<file path="src/rtl/semaforo_timeout_gen_pkg.sv">
// rtl/semaforo_timeout_gen_pkg.sv - shared state encodings and defaults for the traffic-light timeout generator
package semaforo_timeout_gen_pkg;

    typedef logic [1:0] state_t;

    // Encodings match the FSM side of the TIMEOUT link; 2'b11 is unused and recovers to WAIT.
    localparam logic [1:0] ST_WAIT  = 2'b00;
    localparam logic [1:0] ST_COUNT = 2'b01;
    localparam logic [1:0] ST_FIRE  = 2'b10;

    // Defaults shared with the FSM bench.
    localparam int RED_CYCLES_DEF = 4;
    localparam int CNT_W_DEF      = 8;

    // True when exactly one of the three lamps is lit.
    function automatic logic lights_one_hot(input logic grn, input logic ylw, input logic red);
        return (grn ^ ylw ^ red) & ~(grn & ylw & red);
    endfunction

endpackage

</file>
<file path="src/rtl/semaforo_timeout_gen_contador_fase.sv">
// rtl/semaforo_timeout_gen_contador_fase.sv - dwell counter with sync clear, load-1, increment and terminal-count flag
module contador_fase #(
    parameter int                CNT_W  = 8,
    parameter logic [CNT_W-1:0]  TC_VAL = '1
) (
    input  logic             clk,
    input  logic             res,
    input  logic             clr,
    input  logic             load1,
    input  logic             inc,
    output logic [CNT_W-1:0] q,
    output logic             tc
);

    // Clear beats load-1 beats increment; no request holds the value.
    always_ff @(posedge clk) begin
        if (res || clr) begin
            q <= '0;
        end else if (load1) begin
            q <= CNT_W'(1);
        end else if (inc) begin
            q <= q + CNT_W'(1);
        end
    end

    // Terminal count: the next RED edge completes the dwell.
    always_comb begin
        tc = (q == TC_VAL);
    end

endmodule

</file>
<file path="src/rtl/semaforo_timeout_gen.sv">
// rtl/semaforo_timeout_gen.sv - watches the lamps, pulses TIMEOUT after RED dwell, flags non-one-hot lamps
module semaforo_timeout_gen
    import semaforo_timeout_gen_pkg::*;
#(
    parameter int RED_CYCLES = RED_CYCLES_DEF,
    parameter int CNT_W      = CNT_W_DEF
) (
    input  logic             clk,
    input  logic             res,
    input  logic             EN,
    input  logic             GRN,
    input  logic             YLW,
    input  logic             RED,
    output logic             TIMEOUT,
    output logic [CNT_W-1:0] ELAPSED,
    output logic             ERR
);

    // The compare at RED_CYCLES-1 must fit the counter, and >=2 keeps the handshake tail pulse-free.
    if (RED_CYCLES < 2 || RED_CYCLES > (2 ** CNT_W)) begin : g_bad_red_cycles
        $error("semaforo_timeout_gen: RED_CYCLES out of range 2..2**CNT_W");
    end

    state_t           state_q;
    state_t           state_d;
    logic             err_q;
    logic             lights_ok;
    logic             cnt_clr;
    logic             cnt_load1;
    logic             cnt_inc;
    logic             cnt_tc;
    logic [CNT_W-1:0] cnt_q;

    contador_fase #(
        .CNT_W  (CNT_W),
        .TC_VAL (CNT_W'(RED_CYCLES - 1))
    ) u_contador_fase (
        .clk   (clk),
        .res   (res),
        .clr   (cnt_clr),
        .load1 (cnt_load1),
        .inc   (cnt_inc),
        .q     (cnt_q),
        .tc    (cnt_tc)
    );

    // Next state and counter commands; a lamp fault (current or latched) parks everything in WAIT.
    always_comb begin
        lights_ok = lights_one_hot(GRN, YLW, RED);
        state_d   = state_q;
        cnt_clr   = 1'b0;
        cnt_load1 = 1'b0;
        cnt_inc   = 1'b0;
        if (err_q || !lights_ok) begin
            state_d = ST_WAIT;
            cnt_clr = 1'b1;
        end else begin
            case (state_q)
                ST_WAIT: begin
                    if (EN) begin
                        if (RED) begin
                            state_d   = ST_COUNT;
                            cnt_load1 = 1'b1;
                        end else begin
                            cnt_clr = 1'b1;
                        end
                    end
                end
                ST_COUNT: begin
                    if (EN) begin
                        if (!RED) begin
                            state_d = ST_WAIT;
                            cnt_clr = 1'b1;
                        end else if (cnt_tc) begin
                            state_d = ST_FIRE;
                            cnt_clr = 1'b1;
                        end else begin
                            cnt_inc = 1'b1;
                        end
                    end
                end
                ST_FIRE: begin
                    // One cycle only, EN ignored; a still-lit RED re-arms straight into a new dwell.
                    if (RED) begin
                        state_d   = ST_COUNT;
                        cnt_load1 = 1'b1;
                    end else begin
                        state_d = ST_WAIT;
                        cnt_clr = 1'b1;
                    end
                end
                default: begin
                    state_d = ST_WAIT;
                    cnt_clr = 1'b1;
                end
            endcase
        end
    end

    // State register; reset discards any partial dwell.
    always_ff @(posedge clk) begin
        if (res) begin
            state_q <= ST_WAIT;
        end else begin
            state_q <= state_d;
        end
    end

    // Sticky lamp-fault flag, cleared only by reset.
    always_ff @(posedge clk) begin
        if (res) begin
            err_q <= 1'b0;
        end else if (!lights_ok) begin
            err_q <= 1'b1;
        end
    end

    // Outputs straight from registers so TIMEOUT is Moore and glitch-free.
    always_comb begin
        TIMEOUT = (state_q == ST_FIRE);
        ELAPSED = cnt_q;
        ERR     = err_q;
    end

endmodule

</file>
<file path="config.mk">
export PLATFORM = sky130hd
export DESIGN_NAME = semaforo_timeout_gen
export DESIGN_NICKNAME = d
export VERILOG_FILES = /design/src/rtl/semaforo_timeout_gen_pkg.sv /design/src/rtl/semaforo_timeout_gen_contador_fase.sv /design/src/rtl/semaforo_timeout_gen.sv
export SDC_FILE = /design/constraint.sdc
export NUM_CORES = 1
export LEC_CHECK = 0
export CAP_MARGIN = 20
export CORE_AREA = 2 2 39 41
export DETAILED_ROUTE_END_ITERATION = 16
export DIE_AREA = 0 0 41 43
export PLACE_DENSITY = 0.88
export SLEW_MARGIN = 20
export SYNTH_ARGS = -nofsm -noshare
export SYNTH_HDL_FRONTEND = slang
export SYNTH_HIERARCHICAL = 1
export SYNTH_SLANG_ARGS = --single-unit
</file>
<file path="constraint.sdc">
create_clock -name clk -period 6.4 [get_ports clk]
set_input_delay 1.92 -clock clk [delete_from_list [all_inputs] [get_ports clk]]
set_output_delay 1.92 -clock clk [all_outputs]
set_load 0.005 [all_outputs]
</file>
==> flow_summary.ini, run 1 <==
[critical_path]
critical_path.reg2reg.endpoint = u_contador_fase/q[3]
critPathCapture = u_contador_fase/q[5]
cp-startpoint = GRN
r2r-start = u_contador_fase/q[0]
worstSetupEndpointType = register
timing.critical_path.required_ns = 6.59
timing.critical_path.arrival_ns = 4.28
start_kind = primary input
kind_of_critical_path = in2reg
cell_count_of_the_worst_reg_to_reg_path = 8
rrSetupSlack_ns = 3.95
critPathMaxFanout = 6

[flow_run]
max_cap_viol_count = 0

[clock_tree]
post_cts_resize_count = 0
insertion_delay_ns = 0.26
clock_sinks = 11
cts_hold_buffers = 0
cts_max_path_buffers = 2
cts_tree = yes
tritoncts.num_buffers = 3
cts-root-buf = sky130_fd_sc_hd__clkbuf_4
buffers_inserted_by_post_cts_timing_repair = 0
cts.reportedPaths.clkPinSlew_ns = 0.07
ctsHtreeMaxLevel = 1

[sta]
finClkSkew_ns = 0.001516
fmaxAchievable_mhz = 244.9
tightestPinTransition_ns = 0.5124
setup_viol = 0
timing.slew.headroom = 0.6571
fin_tns_setup_ns = 0
min_period_ns = 4.083
slew_violations = 0
timing.final.crit_share = 0.6380
finalHoldViolations = 0
holdWs_ns = 0.5299
layout_setup_ws_ns = 2.317
grt_setup_unrepaired = no

[die]
core_area_um2 = 1384
floorplan.die_area_um2 = 1763
start_util = 0.4376
die-width_um = 41
core.rowCount = 14
die_span_y_um = 43
boundaryPins = 16

[global_route]
grt_first_pass_wirelength_mm = 1.883
grt_start_max_net_pins = 7
initial_antenna_violation_count = 0
via_count_of_the_first_global_routing_pass = 437
global_route.usage.total = 0.1541
globalRouteOverflowTotal = 0

[synthesis]
synthesis.yosys.warnings = 6
ys_top_cells_by_area = sky130_fd_sc_hd__dfxtp_1, sky130_fd_sc_hd__ha_1, sky130_fd_sc_hd__xor2_1, sky130_fd_sc_hd__nor2_1, sky130_fd_sc_hd__nor4b_4
synth_top_area_cell = sky130_fd_sc_hd__dfxtp_1
async_flop_share = 0
syn_area_um2 = 605.6
yosysTopAreaCellShare = 0.3636
synth_cell_types = 28
postSynthNetCount = 75
register_bit_total_from_synthesis = 11
synth-edff-count = 0
syn-instance-count = 66
fraction_of_the_yosys_area_taken_by_sequential_cells = 0.3636
postSynthAreaPerCell_um2 = 9.175
synth_top_flop_cell = sky130_fd_sc_hd__dfxtp_1

[route]
drt_drc_violations_left = 0
vias = 526
detailedRoute.firstIterationViolations = 16
routedWlPerCell_um = 12.22
ant_nets = 0
routed_via_density = 5.313
drt_pass1_iterations = 4
wl_mm = 1.210

[placed_design]
numPlacedInstances = 95
dpl-instance-area_um2 = 764.5
globalplace.congestion = 0.8073
portBuffers = 15
post-place-ws_ns = 2.069
post-dp-hpwl_um = 935.1

[min_path]
hold_path_class = reg2reg

[layout]
layout-drive-gt1-share = 0.1205
finished_layout_cells = 99
antenna-diode-count = 0
area_delta_synth_final_pct = 30.58
number_of_nets_in_the_layout = 93
area_of_all_placed_cells_without_fillers_um2 = 790.8

[power]
ir_drop_mv = 0.1220
p_leak_nw = 0.2884
power.density_nw_per_um2 = 167.0

[status]
result_of_the_run = finished clean
-- area by class of cell --
type / count / area, um^2
Multi-Input combinational cell: 53 / 374.1
Sequential cell: 11 / 220.2
Tap cell: 16 / 20.02
Timing Repair Buffer: 15 / 150.1
Clock buffer: 4 / 26.28
Fill cell: 119 / 593.1
-- flip-flops by register name (all words and copies together), names as in the netlist --
register,count
ERR,1
u_contador_fase/q,8
state_q,2
-- synth_stat cells (2+ instances only) --
master	number
sky130_fd_sc_hd__a21oi_1	4
sky130_fd_sc_hd__and2b_1	2
sky130_fd_sc_hd__dfxtp_1	11
sky130_fd_sc_hd__ha_1	3
sky130_fd_sc_hd__nand2_1	4
sky130_fd_sc_hd__nand4_1	2
sky130_fd_sc_hd__nor2_1	9
sky130_fd_sc_hd__nor3_1	2
sky130_fd_sc_hd__nor4_1	2
sky130_fd_sc_hd__o21ai_0	4
sky130_fd_sc_hd__or3_1	3
sky130_fd_sc_hd__xor2_1	4
-- metrics by stage --
stage / power (mW) / utilization
after floorplan: 0.08023 / -
after global placement: 0.08647 / 0.5524
after detailed placement: 0.08703 / 0.5524
after CTS: 0.1331 / 0.5714
after global routing: 0.1374 / 0.5714
final: 0.1320 / 0.5714
-- placed cells by master, fill, tap and decap left out, drive strengths merged, types with 2 or more instances in the layout --
master / n
clkdlybuf4s50: 15
nor3b: 2
a21oi: 4
nor3: 2
ha: 3
o21ai: 4
nor4: 2
clkbuf: 4
nand4: 3
nand2: 4
nor2: 9
and2b: 2
dfxtp: 11
or3: 3
xor2: 4
-- worst max-delay path: stages --
cell and delay [ns]:
sky130_fd_sc_hd__clkdlybuf4s50_1 0.40, sky130_fd_sc_hd__ha_1 0.35, sky130_fd_sc_hd__nor4b_4 0.31, sky130_fd_sc_hd__nand3_2 0.14, sky130_fd_sc_hd__nor2_1 0.42, sky130_fd_sc_hd__nand4_1 0.23, sky130_fd_sc_hd__or3_1 0.35, sky130_fd_sc_hd__a21oi_1 0.14
-- layer usage --
metal  global-route usage  vias up  part of all wire
met5                    0        -                 0
met4              0.06000        0                 0
met3              0.03141        0             0.027
met2               0.2250        9              0.51
met1               0.2143      244              0.46
li1                     -      273                 -
-- kinds of logic after synthesis --
| logic type | share of synthesized area |
|---|---|
| AO/OA/AOI/OAI | 0.1364 |
| XOR/XNOR | 0.05785 |
| adder cells (fa/ha/maj) | 0.06199 |
| buffers and inverters | 0.01859 |
| flip-flops | 0.3636 |
| multiplexers | 0.01653 |
| AND/OR/NAND/NOR | 0.3450 |
-- where the power goes --
| part | internal [mW] | switching, mW |
|---|---|---|
| combinational | 0.00814 | 0.00689 |
| sequential | 0.0693 | 0.00104 |
| clock | 0.0240 | 0.0227 |
-- how the worst min path moves through the flow --
stage | start | cells after the start | to
global placement | u_contador_fase/q[5] | 2 | u_contador_fase/q[5]
floorplan | u_contador_fase/q[6] | 2 | u_contador_fase/q[6]
global route | u_contador_fase/q[6] | 2 | u_contador_fase/q[6]
CTS | u_contador_fase/q[5] | 2 | u_contador_fase/q[5]
finish | u_contador_fase/q[5] | 2 | u_contador_fase/q[5]
detailed placement | u_contador_fase/q[5] | 2 | u_contador_fase/q[5]
Note: power is estimated with default switching activity, not from simulation.
==> run 2: changes to the inputs <==
- CORE_AREA: 2 2 39 41 -> unset
- CORE_MARGIN: unset -> 1.5
- CORE_UTILIZATION: unset -> 41
- DIE_AREA: 0 0 41 43 -> unset
- PLACE_DENSITY: 0.88 -> 0.84
- clock period: 6.4 -> 3.4 ns (I/O delays scaled with it)
==> run 2 against run 1 <==
Effect of this change:
- clock-buffer cell count unchanged
- combinational power grew 91%
- design area is 0.79% higher
- largest cell class unchanged
==> flow_summary.ini, run 2 (synthesized netlist as in run 1, its figures left out) <==
[layout]
fin_util = 0.5976
regMostFlops = u_contador_fase/q
finished_layout_cells = 99
area_delta_synth_final_pct = 31.61
antenna-diode-count = 0
layout-drive-gt1-share = 0.1310
final_common_cell = sky130_fd_sc_hd__clkdlybuf4s50_1
number_of_nets_in_the_layout = 94
layout_common_cells = sky130_fd_sc_hd__clkdlybuf4s50_1, sky130_fd_sc_hd__dfxtp_1, sky130_fd_sc_hd__nor2_1
largest_register_ff_count = 8

[critical_path]
start_kind = primary input
worstSetupEndpointType = register
critPathCapture = u_contador_fase/q[5]
kind_of_critical_path = in2reg
critical_path.reg2reg.endpoint = u_contador_fase/q[2]
timing.critical_path.required_ns = 3.61
r2r-start = u_contador_fase/q[0]
cp-startpoint = GRN
timing.critical_path.arrival_ns = 3.22
critPathMaxFanout = 4
rrSetupSlack_ns = 0.98
cell_count_of_the_worst_reg_to_reg_path = 8

[die]
die-width_um = 41.43
core.rowCount = 13
die_span_y_um = 41.43
floorplan.die_area_um2 = 1716
boundaryPins = 16
start_util = 0.4540
core_area_um2 = 1334

[placed_design]
post-dp-hpwl_um = 963.9
portBuffers = 15
globalplace.congestion = 0.7575
numPlacedInstances = 95

[clock_tree]
cts.reportedPaths.clkPinSlew_ns = 0.07
post_cts_resize_count = 0
cts-root-buf = sky130_fd_sc_hd__clkbuf_4
cts_tree = yes
cts_max_path_buffers = 2
ctsHtreeMaxLevel = 1
insertion_delay_ns = 0.27
buffers_inserted_by_post_cts_timing_repair = 0
tritoncts.num_buffers = 3
clock_sinks = 11
cts_hold_buffers = 0

[power]
power.switching_uw = 60.65
p_int_uw = 191.3
ir_drop_mv = 0.2003
swShare = 0.2408
share_seq_of_total_power = 0.526
p_leak_nw = 0.2938
power.density_nw_per_um2 = 316.0
total_power_uw = 251.9
power.combinational.fraction = 0.113
power_frac_clock = 0.361

[flow_run]
max_cap_viol_count = 0

[sta]
setup_viol = 0
finClkSkew_ns = 0.002097
slew_violations = 0
timing.slew.headroom = 0.7271
grt_setup_unrepaired = no
fin_tns_setup_ns = 0
finalHoldViolations = 0
min_period_ns = 3.013
timing.final.crit_share = 0.8862
tightestPinTransition_ns = 0.4056
fmaxAchievable_mhz = 331.9

[route]
detailedRoute.firstIterationViolations = 29
drt_drc_violations_left = 0
wl_mm = 1.275
routed_via_density = 5.788
drt_pass1_iterations = 4
ant_nets = 0
routedWlPerCell_um = 12.88
vias = 573

[global_route]
global_route.usage.total = 0.1512
via_count_of_the_first_global_routing_pass = 463
grt_start_max_net_pins = 7
grt_first_pass_wirelength_mm = 1.973
initial_antenna_violation_count = 0
globalRouteOverflowTotal = 0

[status]
result_of_the_run = finished clean

[min_path]
hold_path_class = reg2reg
==> run 2: changes by cell type in the layout (fill, tap and decap cells not counted) <==
| cell | delta |
|---|---|
| sky130_fd_sc_hd__buf_4 | +1 |
==> run 2: per-layer routing <==
layer  wire length, um  vias up  track usage  part of all wire
met5                 0        -            0                 0
met4                25        0      0.07742             0.020
met3                56        5      0.06522             0.044
met2               601       19       0.2438              0.47
met1               592      274       0.1676              0.46
li1                  -      275            -                 -
==> run 2: power by group through the flow <==
stage	registers [mW]	clock network, mW	logic (mW)
detailed placement	0.135	0	0.0282
global placement	0.135	0	0.0276
CTS	0.132	0.0926	0.0283
floorplan	0.135	0	0.0157
finish	0.132	0.0908	0.0286
global route	0.133	0.100	0.0306
==> run 2: final cells by class <==
cell class,count,area (um^2)
Fill cell,113,536.8
Multi-Input combinational cell,53,374.1
Sequential cell,11,220.2
Timing Repair Buffer,16,157.7
Clock buffer,4,26.28
Tap cell,15,18.77
==> run 2: how the worst min path moves through the flow <==
stage / from / end / slack, ns / cells after the start
detailed placement: u_contador_fase/q[6] / u_contador_fase/q[6] / 0.51 / 2
global route: u_contador_fase/q[6] / u_contador_fase/q[6] / 0.56 / 2
CTS: u_contador_fase/q[6] / u_contador_fase/q[6] / 0.53 / 2
global placement: u_contador_fase/q[5] / u_contador_fase/q[5] / 0.50 / 2
floorplan: u_contador_fase/q[6] / u_contador_fase/q[6] / 0.49 / 2
finish: u_contador_fase/q[6] / u_contador_fase/q[6] / 0.52 / 2
==> run 2: stage by stage <==
step / hold slack, ns / cell area [um^2] / setup WS, ns
floorplan: 0.4944 / 605.6 / 0.7768
global placement: 0.5042 / 770.7 / 0.1817
detailed placement: 0.5130 / 770.7 / 0.1231
CTS: 0.5255 / 797.0 / 0.4016
global route: 0.5640 / 797.0 / 0.2866
finish: 0.5250 / 797.0 / 0.3869
==> run 2: worst max-delay path, stage by stage <==
cell and delay (ns):
sky130_fd_sc_hd__clkdlybuf4s50_1 0.40, sky130_fd_sc_hd__ha_1 0.36, sky130_fd_sc_hd__nor4b_4 0.34, sky130_fd_sc_hd__nand3_2 0.14, sky130_fd_sc_hd__nor2_1 0.26, sky130_fd_sc_hd__nand4_1 0.22
sky130_fd_sc_hd__or3_1 0.35, sky130_fd_sc_hd__a21oi_1 0.13
==> run 3: changes to the inputs <==
--- a/constraint.sdc
+++ b/constraint.sdc
@@ -3,2 +3,2 @@
 set_output_delay 1.02 -clock clk [all_outputs]
-set_load 0.005 [all_outputs]
+set_load 0.02 [all_outputs]
==> results of run 3 <==
Same layout as run 2 (identical final DEF). Status: finished clean.
Main changes from that run: total power 0.2519 mW -> 0.2534 mW; worst IR drop on VDD 0.2003 mV -> 0.2005 mV
